### src/rtl/pipeline_hazard_ctrl_if.sv
// rtl/pipeline_hazard_ctrl_if.sv - pipeline-to-hazard-controller signal bundle
// master = datapath side, slave = hazard controller side.
interface pipeline_hazard_ctrl_if #(
  parameter int CNT_W = 16
);
  logic [4:0]       rsD, rtD, rsE, rtE;
  logic [4:0]       rtdE, rtdM, rtdW;
  logic             RFWEE, RFWEM, RFWEW;
  logic             MtoRFSelE, MtoRFSelM;
  logic             DMWEM;
  logic             BranchM, zeroM;
  logic             dm_ready;
  logic             StallF, StallD, StallE, StallM;
  logic             FlushD, FlushE, FlushM, FlushW;
  logic             PCSrcM;
  logic [1:0]       ForwardAE, ForwardBE;
  logic             dm_req;
  logic             mem_err;
  logic [CNT_W-1:0] stall_cnt, flush_cnt;

  modport master (
    output rsD, rtD, rsE, rtE, rtdE, rtdM, rtdW,
    output RFWEE, RFWEM, RFWEW, MtoRFSelE, MtoRFSelM, DMWEM,
    output BranchM, zeroM, dm_ready,
    input  StallF, StallD, StallE, StallM,
    input  FlushD, FlushE, FlushM, FlushW,
    input  PCSrcM, ForwardAE, ForwardBE, dm_req, mem_err, stall_cnt, flush_cnt
  );

  modport slave (
    input  rsD, rtD, rsE, rtE, rtdE, rtdM, rtdW,
    input  RFWEE, RFWEM, RFWEW, MtoRFSelE, MtoRFSelM, DMWEM,
    input  BranchM, zeroM, dm_ready,
    output StallF, StallD, StallE, StallM,
    output FlushD, FlushE, FlushM, FlushW,
    output PCSrcM, ForwardAE, ForwardBE, dm_req, mem_err, stall_cnt, flush_cnt
  );
endinterface

### src/rtl/pipeline_hazard_ctrl.sv
// rtl/pipeline_hazard_ctrl.sv - stall/flush/forward control and data-memory wait FSM
// for the 5-stage pipeline, with saturating stall/flush event counters.
module pipeline_hazard_ctrl #(
  parameter int MEM_TIMEOUT = 64,
  parameter int CNT_W       = 16
) (
  input  logic                   clk,
  input  logic                   rst_n,
  pipeline_hazard_ctrl_if.slave  hz
);

  localparam int WCW = $clog2(MEM_TIMEOUT);
  localparam logic [WCW-1:0] TO_LAST = WCW'(MEM_TIMEOUT - 1);

  typedef enum logic {S_RUN, S_WAIT} state_t;

  state_t           r_state, w_next_state;
  logic [WCW-1:0]   r_wait_cnt;
  logic             r_mem_err;
  logic [CNT_W-1:0] r_stall_cnt, r_flush_cnt;

  logic w_memop, w_force_rel, w_memstall, w_pcsrc, w_lu, w_stall_f;
  logic [1:0] w_fwd_a, w_fwd_b;

  function automatic logic [1:0] fwd_sel(input logic [4:0] src);
    if (hz.RFWEM && (hz.rtdM != 5'd0) && (hz.rtdM == src))      return 2'b10;
    else if (hz.RFWEW && (hz.rtdW != 5'd0) && (hz.rtdW == src)) return 2'b01;
    else                                                         return 2'b00;
  endfunction

  always_comb begin
    w_memop     = hz.MtoRFSelM | hz.DMWEM;
    w_force_rel = (r_state == S_WAIT) && (r_wait_cnt == TO_LAST);
    w_memstall  = w_memop & ~hz.dm_ready & ~w_force_rel;
    w_pcsrc     = hz.BranchM & hz.zeroM;
    w_lu        = hz.MtoRFSelE & hz.RFWEE & (hz.rtdE != 5'd0) &
                  ((hz.rtdE == hz.rsD) | (hz.rtdE == hz.rtD));
    // A taken branch squashes the instruction that caused the load-use stall.
    w_stall_f   = w_memstall | (w_lu & ~w_pcsrc);
    w_fwd_a     = fwd_sel(hz.rsE);
    w_fwd_b     = fwd_sel(hz.rtE);
  end

  always_comb begin
    w_next_state = r_state;
    case (r_state)
      S_RUN:   if (w_memop && !hz.dm_ready) w_next_state = S_WAIT;
      S_WAIT:  if (hz.dm_ready || w_force_rel) w_next_state = S_RUN;
      default: w_next_state = S_RUN;
    endcase
  end

  always_ff @(posedge clk or negedge rst_n) begin
    if (!rst_n) begin
      r_state     <= S_RUN;
      r_wait_cnt  <= '0;
      r_mem_err   <= 1'b0;
      r_stall_cnt <= '0;
      r_flush_cnt <= '0;
    end else begin
      r_state <= w_next_state;
      if (r_state == S_WAIT && w_next_state == S_WAIT) r_wait_cnt <= r_wait_cnt + WCW'(1);
      else                                              r_wait_cnt <= '0;
      if (w_force_rel) r_mem_err <= 1'b1;
      if (w_stall_f && (r_stall_cnt != '1)) r_stall_cnt <= r_stall_cnt + CNT_W'(1);
      if (w_pcsrc && (r_flush_cnt != '1))   r_flush_cnt <= r_flush_cnt + CNT_W'(1);
    end
  end

  // Combinational outputs are gated so they read zero throughout reset.
  assign hz.StallF    = rst_n & w_stall_f;
  assign hz.StallD    = rst_n & w_stall_f;
  assign hz.StallE    = rst_n & w_memstall;
  assign hz.StallM    = rst_n & w_memstall;
  assign hz.FlushD    = rst_n & w_pcsrc & ~w_memstall;
  assign hz.FlushE    = rst_n & ~w_memstall & (w_pcsrc | w_lu);
  assign hz.FlushM    = rst_n & w_pcsrc & ~w_memstall;
  assign hz.FlushW    = rst_n & w_memstall;
  assign hz.PCSrcM    = rst_n & w_pcsrc;
  assign hz.ForwardAE = rst_n ? w_fwd_a : 2'b00;
  assign hz.ForwardBE = rst_n ? w_fwd_b : 2'b00;
  assign hz.dm_req    = rst_n & w_memop;
  assign hz.mem_err   = r_mem_err;
  assign hz.stall_cnt = r_stall_cnt;
  assign hz.flush_cnt = r_flush_cnt;

endmodule

### src/flat_wrapper.sv
// flat-port wrapper written by rule: the top's interface ports become plain ports
module pipeline_hazard_ctrl_flat 
#(
  parameter int MEM_TIMEOUT = 64,
  parameter int CNT_W       = 16
)
  (clk, rst_n, hz_rsD, hz_rtD, hz_rsE, hz_rtE, hz_rtdE, hz_rtdM, hz_rtdW, hz_RFWEE, hz_RFWEM, hz_RFWEW, hz_MtoRFSelE, hz_MtoRFSelM, hz_DMWEM, hz_BranchM, hz_zeroM, hz_dm_ready, hz_StallF, hz_StallD, hz_StallE, hz_StallM, hz_FlushD, hz_FlushE, hz_FlushM, hz_FlushW, hz_PCSrcM, hz_ForwardAE, hz_ForwardBE, hz_dm_req, hz_mem_err, hz_stall_cnt, hz_flush_cnt);
  pipeline_hazard_ctrl_if #(.CNT_W(CNT_W)) hz_i ();
  input  logic clk;
  input  logic rst_n;
  input wire logic [$bits(hz_i.rsD)-1:0] hz_rsD;
  input wire logic [$bits(hz_i.rtD)-1:0] hz_rtD;
  input wire logic [$bits(hz_i.rsE)-1:0] hz_rsE;
  input wire logic [$bits(hz_i.rtE)-1:0] hz_rtE;
  input wire logic [$bits(hz_i.rtdE)-1:0] hz_rtdE;
  input wire logic [$bits(hz_i.rtdM)-1:0] hz_rtdM;
  input wire logic [$bits(hz_i.rtdW)-1:0] hz_rtdW;
  input wire logic [$bits(hz_i.RFWEE)-1:0] hz_RFWEE;
  input wire logic [$bits(hz_i.RFWEM)-1:0] hz_RFWEM;
  input wire logic [$bits(hz_i.RFWEW)-1:0] hz_RFWEW;
  input wire logic [$bits(hz_i.MtoRFSelE)-1:0] hz_MtoRFSelE;
  input wire logic [$bits(hz_i.MtoRFSelM)-1:0] hz_MtoRFSelM;
  input wire logic [$bits(hz_i.DMWEM)-1:0] hz_DMWEM;
  input wire logic [$bits(hz_i.BranchM)-1:0] hz_BranchM;
  input wire logic [$bits(hz_i.zeroM)-1:0] hz_zeroM;
  input wire logic [$bits(hz_i.dm_ready)-1:0] hz_dm_ready;
  output wire logic [$bits(hz_i.StallF)-1:0] hz_StallF;
  output wire logic [$bits(hz_i.StallD)-1:0] hz_StallD;
  output wire logic [$bits(hz_i.StallE)-1:0] hz_StallE;
  output wire logic [$bits(hz_i.StallM)-1:0] hz_StallM;
  output wire logic [$bits(hz_i.FlushD)-1:0] hz_FlushD;
  output wire logic [$bits(hz_i.FlushE)-1:0] hz_FlushE;
  output wire logic [$bits(hz_i.FlushM)-1:0] hz_FlushM;
  output wire logic [$bits(hz_i.FlushW)-1:0] hz_FlushW;
  output wire logic [$bits(hz_i.PCSrcM)-1:0] hz_PCSrcM;
  output wire logic [$bits(hz_i.ForwardAE)-1:0] hz_ForwardAE;
  output wire logic [$bits(hz_i.ForwardBE)-1:0] hz_ForwardBE;
  output wire logic [$bits(hz_i.dm_req)-1:0] hz_dm_req;
  output wire logic [$bits(hz_i.mem_err)-1:0] hz_mem_err;
  output wire logic [$bits(hz_i.stall_cnt)-1:0] hz_stall_cnt;
  output wire logic [$bits(hz_i.flush_cnt)-1:0] hz_flush_cnt;
  assign hz_i.rsD = hz_rsD;
  assign hz_i.rtD = hz_rtD;
  assign hz_i.rsE = hz_rsE;
  assign hz_i.rtE = hz_rtE;
  assign hz_i.rtdE = hz_rtdE;
  assign hz_i.rtdM = hz_rtdM;
  assign hz_i.rtdW = hz_rtdW;
  assign hz_i.RFWEE = hz_RFWEE;
  assign hz_i.RFWEM = hz_RFWEM;
  assign hz_i.RFWEW = hz_RFWEW;
  assign hz_i.MtoRFSelE = hz_MtoRFSelE;
  assign hz_i.MtoRFSelM = hz_MtoRFSelM;
  assign hz_i.DMWEM = hz_DMWEM;
  assign hz_i.BranchM = hz_BranchM;
  assign hz_i.zeroM = hz_zeroM;
  assign hz_i.dm_ready = hz_dm_ready;
  assign hz_StallF = hz_i.StallF;
  assign hz_StallD = hz_i.StallD;
  assign hz_StallE = hz_i.StallE;
  assign hz_StallM = hz_i.StallM;
  assign hz_FlushD = hz_i.FlushD;
  assign hz_FlushE = hz_i.FlushE;
  assign hz_FlushM = hz_i.FlushM;
  assign hz_FlushW = hz_i.FlushW;
  assign hz_PCSrcM = hz_i.PCSrcM;
  assign hz_ForwardAE = hz_i.ForwardAE;
  assign hz_ForwardBE = hz_i.ForwardBE;
  assign hz_dm_req = hz_i.dm_req;
  assign hz_mem_err = hz_i.mem_err;
  assign hz_stall_cnt = hz_i.stall_cnt;
  assign hz_flush_cnt = hz_i.flush_cnt;
  pipeline_hazard_ctrl #(.MEM_TIMEOUT(MEM_TIMEOUT), .CNT_W(CNT_W)) u_core (.clk(clk), .rst_n(rst_n), .hz(hz_i));
endmodule
### config.mk
export PLATFORM = sky130hd
export DESIGN_NAME = pipeline_hazard_ctrl_flat
export DESIGN_NICKNAME = d
export VERILOG_FILES = /design/src/rtl/pipeline_hazard_ctrl_if.sv /design/src/rtl/pipeline_hazard_ctrl.sv /design/src/flat_wrapper.sv
export SDC_FILE = /design/constraint.sdc
export NUM_CORES = 1
export LEC_CHECK = 0
export BUFFER_PORTS_ARGS = -buffer_cell sky130_fd_sc_hd__buf_2
export CAP_MARGIN = 0
export CORE_MARGIN = 2
export CORE_UTILIZATION = 44
export DETAILED_ROUTE_END_ITERATION = 10
export GPL_TIMING_DRIVEN = 1
export PLACE_DENSITY = 0.79
export SLEW_MARGIN = 20
export SYNTH_ARGS = -nofsm -noshare
export SYNTH_HDL_FRONTEND = slang
export SYNTH_SLANG_ARGS = --single-unit
### constraint.sdc
create_clock -name clk -period 2.7 [get_ports clk]
set_input_delay 0.675 -clock clk [delete_from_list [all_inputs] [get_ports clk]]
set_output_delay 0.675 -clock clk [all_outputs]
set_load 0.005 [all_outputs]
Word-level counts from Yosys, hierarchy flattened
Index checks and enable logic that the tools add are counted.
{"block": "classes", "addsub": 3, "eq_ne": 9, "muxes": 10, "n_bitwise": 23, "n_reduce_logical": 16}
{"operator": "$add A16 B1 Y16 const B", "n": 2}
{"operator": "$ne A16 B16 Y1 const B", "n": 2}
{"operator": "$eq A5 B5 Y1", "n": 6}
{"operator": "$reduce_bool A5 Y1", "n": 3}
{"operator": "$and A1 B1 Y1", "n": 14}
{"operator": "$logic_and A1 B1 Y1", "n": 11}
{"operator": "$mux W2", "n": 4}
{"operator": "$add A6 B1 Y6 const B", "n": 1}
{"operator": "$eq A6 B6 Y1 const B", "n": 1}
{"operator": "$mux W6", "n": 1}
{"operator": "$not A1 Y1", "n": 5}
{"operator": "$mux W1", "n": 4}
{"operator": "$or A1 B1 Y1", "n": 4}
{"operator": "$pmux W1 S2", "n": 1}
{"operator": "$logic_not A1 Y1", "n": 1}
{"operator": "$logic_or A1 B1 Y1", "n": 1}
{"block": "totals", "regBits": 40, "input_bits": 46, "out_inout_bits": 47, "elab_cells": 66}

Depth between registers and ports, before layout
{"block": "logic_depth", "depth_word": 7, "mapped_depth": 8, "depth_no_buf": 7}

Least setup slack after synthesis
Ideal clock, no wire load.
{"block": "synth_path", "path_kind": "input -> output", "start": "in hz_rtdE[1]", "end": "out hz_StallF", "t_arrival_ns": 2.037, "required_time_ns": 2.025, "path_slack_ns": -0.012, "stages": 6, "n_path_buf": 2, "path_cell_list": "or3_1 -> o311a_1 -> a31o_4 -> buf_6 -> and2_1 -> buf_4"}
{"block": "synth_between", "elab_chain_cells": 6, "word_cells_on_any_way": 9, "cone_classes": "2 x eq/ne; 6 x bitwise; 1 x reduce/logical"}
{"element": "from (decl)", "line": "flat_wrapper.sv:15", "source": "input wire logic [$bits(hz_i.rtdE)-1:0] hz_rtdE;"}
{"element": "$eq A5 B5 Y1 / $reduce_bool A5 Y1 (equally long branches)", "line": "pipeline_hazard_ctrl.sv:37, pipeline_hazard_ctrl.sv:36"}
{"element": "$or A1 B1 Y1 / $and A1 B1 Y1 (equally long branches)", "line": "pipeline_hazard_ctrl.sv:37, pipeline_hazard_ctrl.sv:36"}
{"element": "$and A1 B1 Y1 (*)", "line": "pipeline_hazard_ctrl.sv:36", "source": "w_lu = hz.MtoRFSelE & hz.RFWEE & (hz.rtdE != 5'd0) &"}
{"element": "$and A1 B1 Y1 (*)", "line": "pipeline_hazard_ctrl.sv:39", "source": "w_stall_f = w_memstall | (w_lu & ~w_pcsrc);"}
{"element": "$or A1 B1 Y1 (*)", "line": "pipeline_hazard_ctrl.sv:39"}
{"element": "$and A1 B1 Y1 (*)"}
{"element": "to (decl)", "line": "flat_wrapper.sv:27", "source": "output wire logic [$bits(hz_i.StallF)-1:0] hz_StallF;"}
Mark *: on every way between the ends. The rest lies on a longest branch, timed or not.

Final worst setup path
{"block": "layout_path", "start": "in hz_rtdW[0]", "end": "out hz_ForwardAE[0]"}
{"block": "layout_between", "elab_chain_cells": 6, "word_cells_on_any_way": 7, "cone_classes": "1 x eq/ne; 3 x mux; 3 x reduce/logical"}
{"element": "from (decl)", "line": "flat_wrapper.sv:17", "source": "input wire logic [$bits(hz_i.rtdW)-1:0] hz_rtdW;"}
{"element": "$reduce_bool A5 Y1", "line": "pipeline_hazard_ctrl.sv:27", "source": "else if (hz.RFWEW && (hz.rtdW != 5'd0) && (hz.rtdW == src)) return 2'b01;"}
{"element": "$logic_and A1 B1 Y1", "line": "pipeline_hazard_ctrl.sv:27"}
{"element": "$logic_and A1 B1 Y1 (*)", "line": "pipeline_hazard_ctrl.sv:27"}
{"element": "$mux W1 (*)", "line": "pipeline_hazard_ctrl.sv:27"}
{"element": "$mux W2 (*)", "line": "pipeline_hazard_ctrl.sv:26", "source": "if (hz.RFWEM && (hz.rtdM != 5'd0) && (hz.rtdM == src)) return 2'b10;"}
{"element": "$mux W2 (*)", "line": "pipeline_hazard_ctrl.sv:80", "source": "assign hz.ForwardAE = rst_n ? w_fwd_a : 2'b00;"}
{"element": "to (decl)", "line": "flat_wrapper.sv:36", "source": "output wire logic [$bits(hz_i.ForwardAE)-1:0] hz_ForwardAE;"}
Marked as above.

==> impl_metrics.yaml <==
logic_synthesis:
  ys_types: 35
  synth_adder_area_share: 0.0160
  synth_compound_gate_area_share: 0.0432
  synth-simple-area-share: 0.245
  synth_xor_xnor_area_share: 0.228
  synth_mux_area_frac: 0.0192
  synth_seq_cells: 40
  syn_area_um2: 2350
  ys.warnings.count: 0
  synth_area_leaders: "dfrtp_1, xnor2_1, xor2_1"
  syn_avg_cell_area_um2: 10.4
  synth_top_family_by_area: "simple AND/OR/NAND/NOR gates"
  syn_inst: 226
  seq_area_frac_synth: 0.427
  synth_nets: 275
  netlist.area_leader.share: 0.427
  yosysTopAreaCell: "dfrtp_1"
setup_path:
  critical-path-top-delay-family: "simple AND/OR/NAND/NOR gates"
  cp_cell_sequence: "buf_2 -> or4_1 -> o211ai_1 -> or4_4 -> nor4_2 -> buf_2"
  cp.depth: 6
  cp_slowest_cell: "or4_4"
  slowest_delay_ns: 0.56
  endpoint_kind: "output pin"
  crit_fanout: 3
  r2r_cells: 8
  critPathBufInv: 2
  crit_path_frequent_cell: "buf_2"
  cp.required_ns: 2.03
  path_class: "input port to output pin"
  cp-start-kind: "input port"
  arrival_ns: 1.99
  startpoint: "hz_rtdW[0]"
  rr_startpoint: "u_core.r_wait_cnt[0]"
min_path:
  hold_path.class: "flip-flop to flip-flop"
  hold_depth: 1
  min-delay-start: "u_core.hz.mem_err"
placed_design:
  gp_congestion: 0.912
  numPortBuffers: 92
  hpwl_um: 4190
die:
  core_um2: 5140
  core.rowCount: 26
  dieArea_um2: 5930
  die_h_um: 77.0
  num_io_pins: 93
  start_util: 0.456
  die_w_um: 77.0
power:
  ir_drop_v: 0.000279
  leakagePower_uw: 0.00143
  finalPower_uw: 1630
  power_density_nw_per_um2: 543
clock_network:
  hold_buffers: 0
  cts.sinks: 40
  cts_buffers: 5
  cts_tree: "yes"
  root_buffer: "clkbuf_8"
  path_clk_slew_ns: 0.07
  clockBufferDepth: 2
  worstSkewPairLatency_ns: 0.29
  h-tree-depth: 2
routing:
  viasPerCell: 5.12
  drt_pass1_iterations: 2
  topRoutingLayerUsed: "met4"
  dr_wl_met2_um: 2820
  wl_met1_um: 2280
  vias: 2026
  wl_um: 5410
  drt_iter0_markers: 101
  drt-wirelength-per-cell_um: 13.7
  ant_nets: 0
  routed-wl-met3_um: 214
  drc: 0
global_route:
  track_usage: 0.192
  grt_antenna_before_repair: 0
  grt_pass1_wl_um: 9250
  grt_pass1_vias: 1973
  grt_overflow: 0
  grt_max_degree: 44
sta:
  holdWs_ns: 0.473
  clock-skew-final_ns: 0.00663
  setup_viol: 0
  timing.fmax_ghz: 0.375
  layout_worst_path_cycle_share: 0.989
  tightest_slew_ns: 0.529
  rsz0062_at_grt: "true"
  hold_viol: 0
  slew_headroom: 0.648
  fin_crit_ns: 2.67
  drv_slew: 0
final_layout:
  area_growth_pct: 27.7
  drive_above_1_share: 0.377
  n_antenna_cell: 0
  nets: 375
job:
  maxCapViolCount: 0
status:
  status: "completed"
cells in the final DEF, fill, tap and decap left out, types with 2 or more instances in the layout:
cell and n:
buf_2 92, dfrtp_1 40, xnor2_1 36, xor2_1 25, nand3_1 19, nand2_1 17
nor2_1 14, nand4_1 8, buf_4 6, nor3_1 5, clkbuf_8 5, nor4_1 4
and4_1 4, nor4b_1 4, mux2_2 4, and3_1 4, or4_1 3, inv_1 3
and2_1 3, and4_4 3, ha_1 3, nor3b_1 2, nand4_2 2, a31oi_1 2
synth_stat cells:
library cell	instances
and2_1	4
ha_1	3
nand4_2	2
o22ai_1	1
o311a_1	1
nor2_1	14
nor4b_1	4
o211ai_1	1
a311oi_4	1
nor3b_1	2
nand2b_1	1
buf_6	1
inv_1	3
a211oi_1	1
a31o_4	1
xor2_1	25
o21ai_0	1
or4_1	4
a31oi_1	2
xnor2_1	36
nand3_1	19
nand2_1	17
or2_2	1
dfrtp_1	40
nor4_1	5
and4_1	4
and3_1	4
nand4_1	8
a21oi_2	1
mux2_2	4
nor3_1	6
or3_1	1
buf_4	4
and4_4	3
or3b_2	1
cells by family after synthesis:
family | after synthesis
DFF | 40
xor gates and xnor gates | 61
and+or+nand+nor | 100
adders and majority gates | 3
muxes | 4
buffers and inverters | 8
AOI/OAI and AO/OA | 10
routing by layer:
metal,GRT usage,up-vias
li1,-,999
met1,0.225,979
met2,0.349,38
met3,0.0424,10
met4,0.0571,0
met5,0,-
metrics by stage:
stage | TNS [ns] | cells | util | instance area [um^2] | worst slack (ns)
detailed placement | -0.107 | 389 | 0.564 | 2900 | -0.0662
global route | -0.0593 | 396 | 0.583 | 3000 | -0.0482
CTS | 0 | 396 | 0.579 | 2980 | 0.00619
global placement | 0 | 389 | 0.564 | 2900 | 0.0264
floorplan | 0 | 226 | - | 2350 | 0.0166
finish | 0 | 396 | 0.583 | 3000 | 0.0303
path summary, 6_finish.rpt:
check,end,slack [ns]
setup / recovery,hz_ForwardAE[0],0.03
hold / removal,u_core.hz.mem_err,0.47
setup reg to reg,u_core.hz.stall_cnt[1],0.62
hold reg to reg,u_core.hz.mem_err,0.47
max in group asynchronous,u_core.hz.flush_cnt[15],1.82
min in group asynchronous,u_core.r_wait_cnt[5],0.51
what timing repair did:
action	4_1_cts	5_1_grt
gates resized for setup	1	4
setup endpoints to repair	2	4
pin swaps	0	4
setup buffers	0	0
report_power, final:
group | switching [uW] | internal, uW
logic | 190 | 231
registers | 138 | 696
clock network | 197 | 176
registers in the layout, summed over array words and instances (netlist names):
register and cells:
u_core.r_state 1, u_core.hz.flush_cnt 16, u_core.hz.stall_cnt 16, u_core.r_wait_cnt 6
u_core.hz.mem_err 1
area by class of cell:
cell class | count | area [um^2]
sequential | 40 | 1000
tap | 70 | 87.6
inverter | 3 | 11.3
fill | 490 | 2140
clock inverter | 1 | 5.00
multi-input combinational | 178 | 1310
clock buffer | 6 | 72.6
timing repair buffer | 98 | 505
Power figures use the tool's default switching activity.
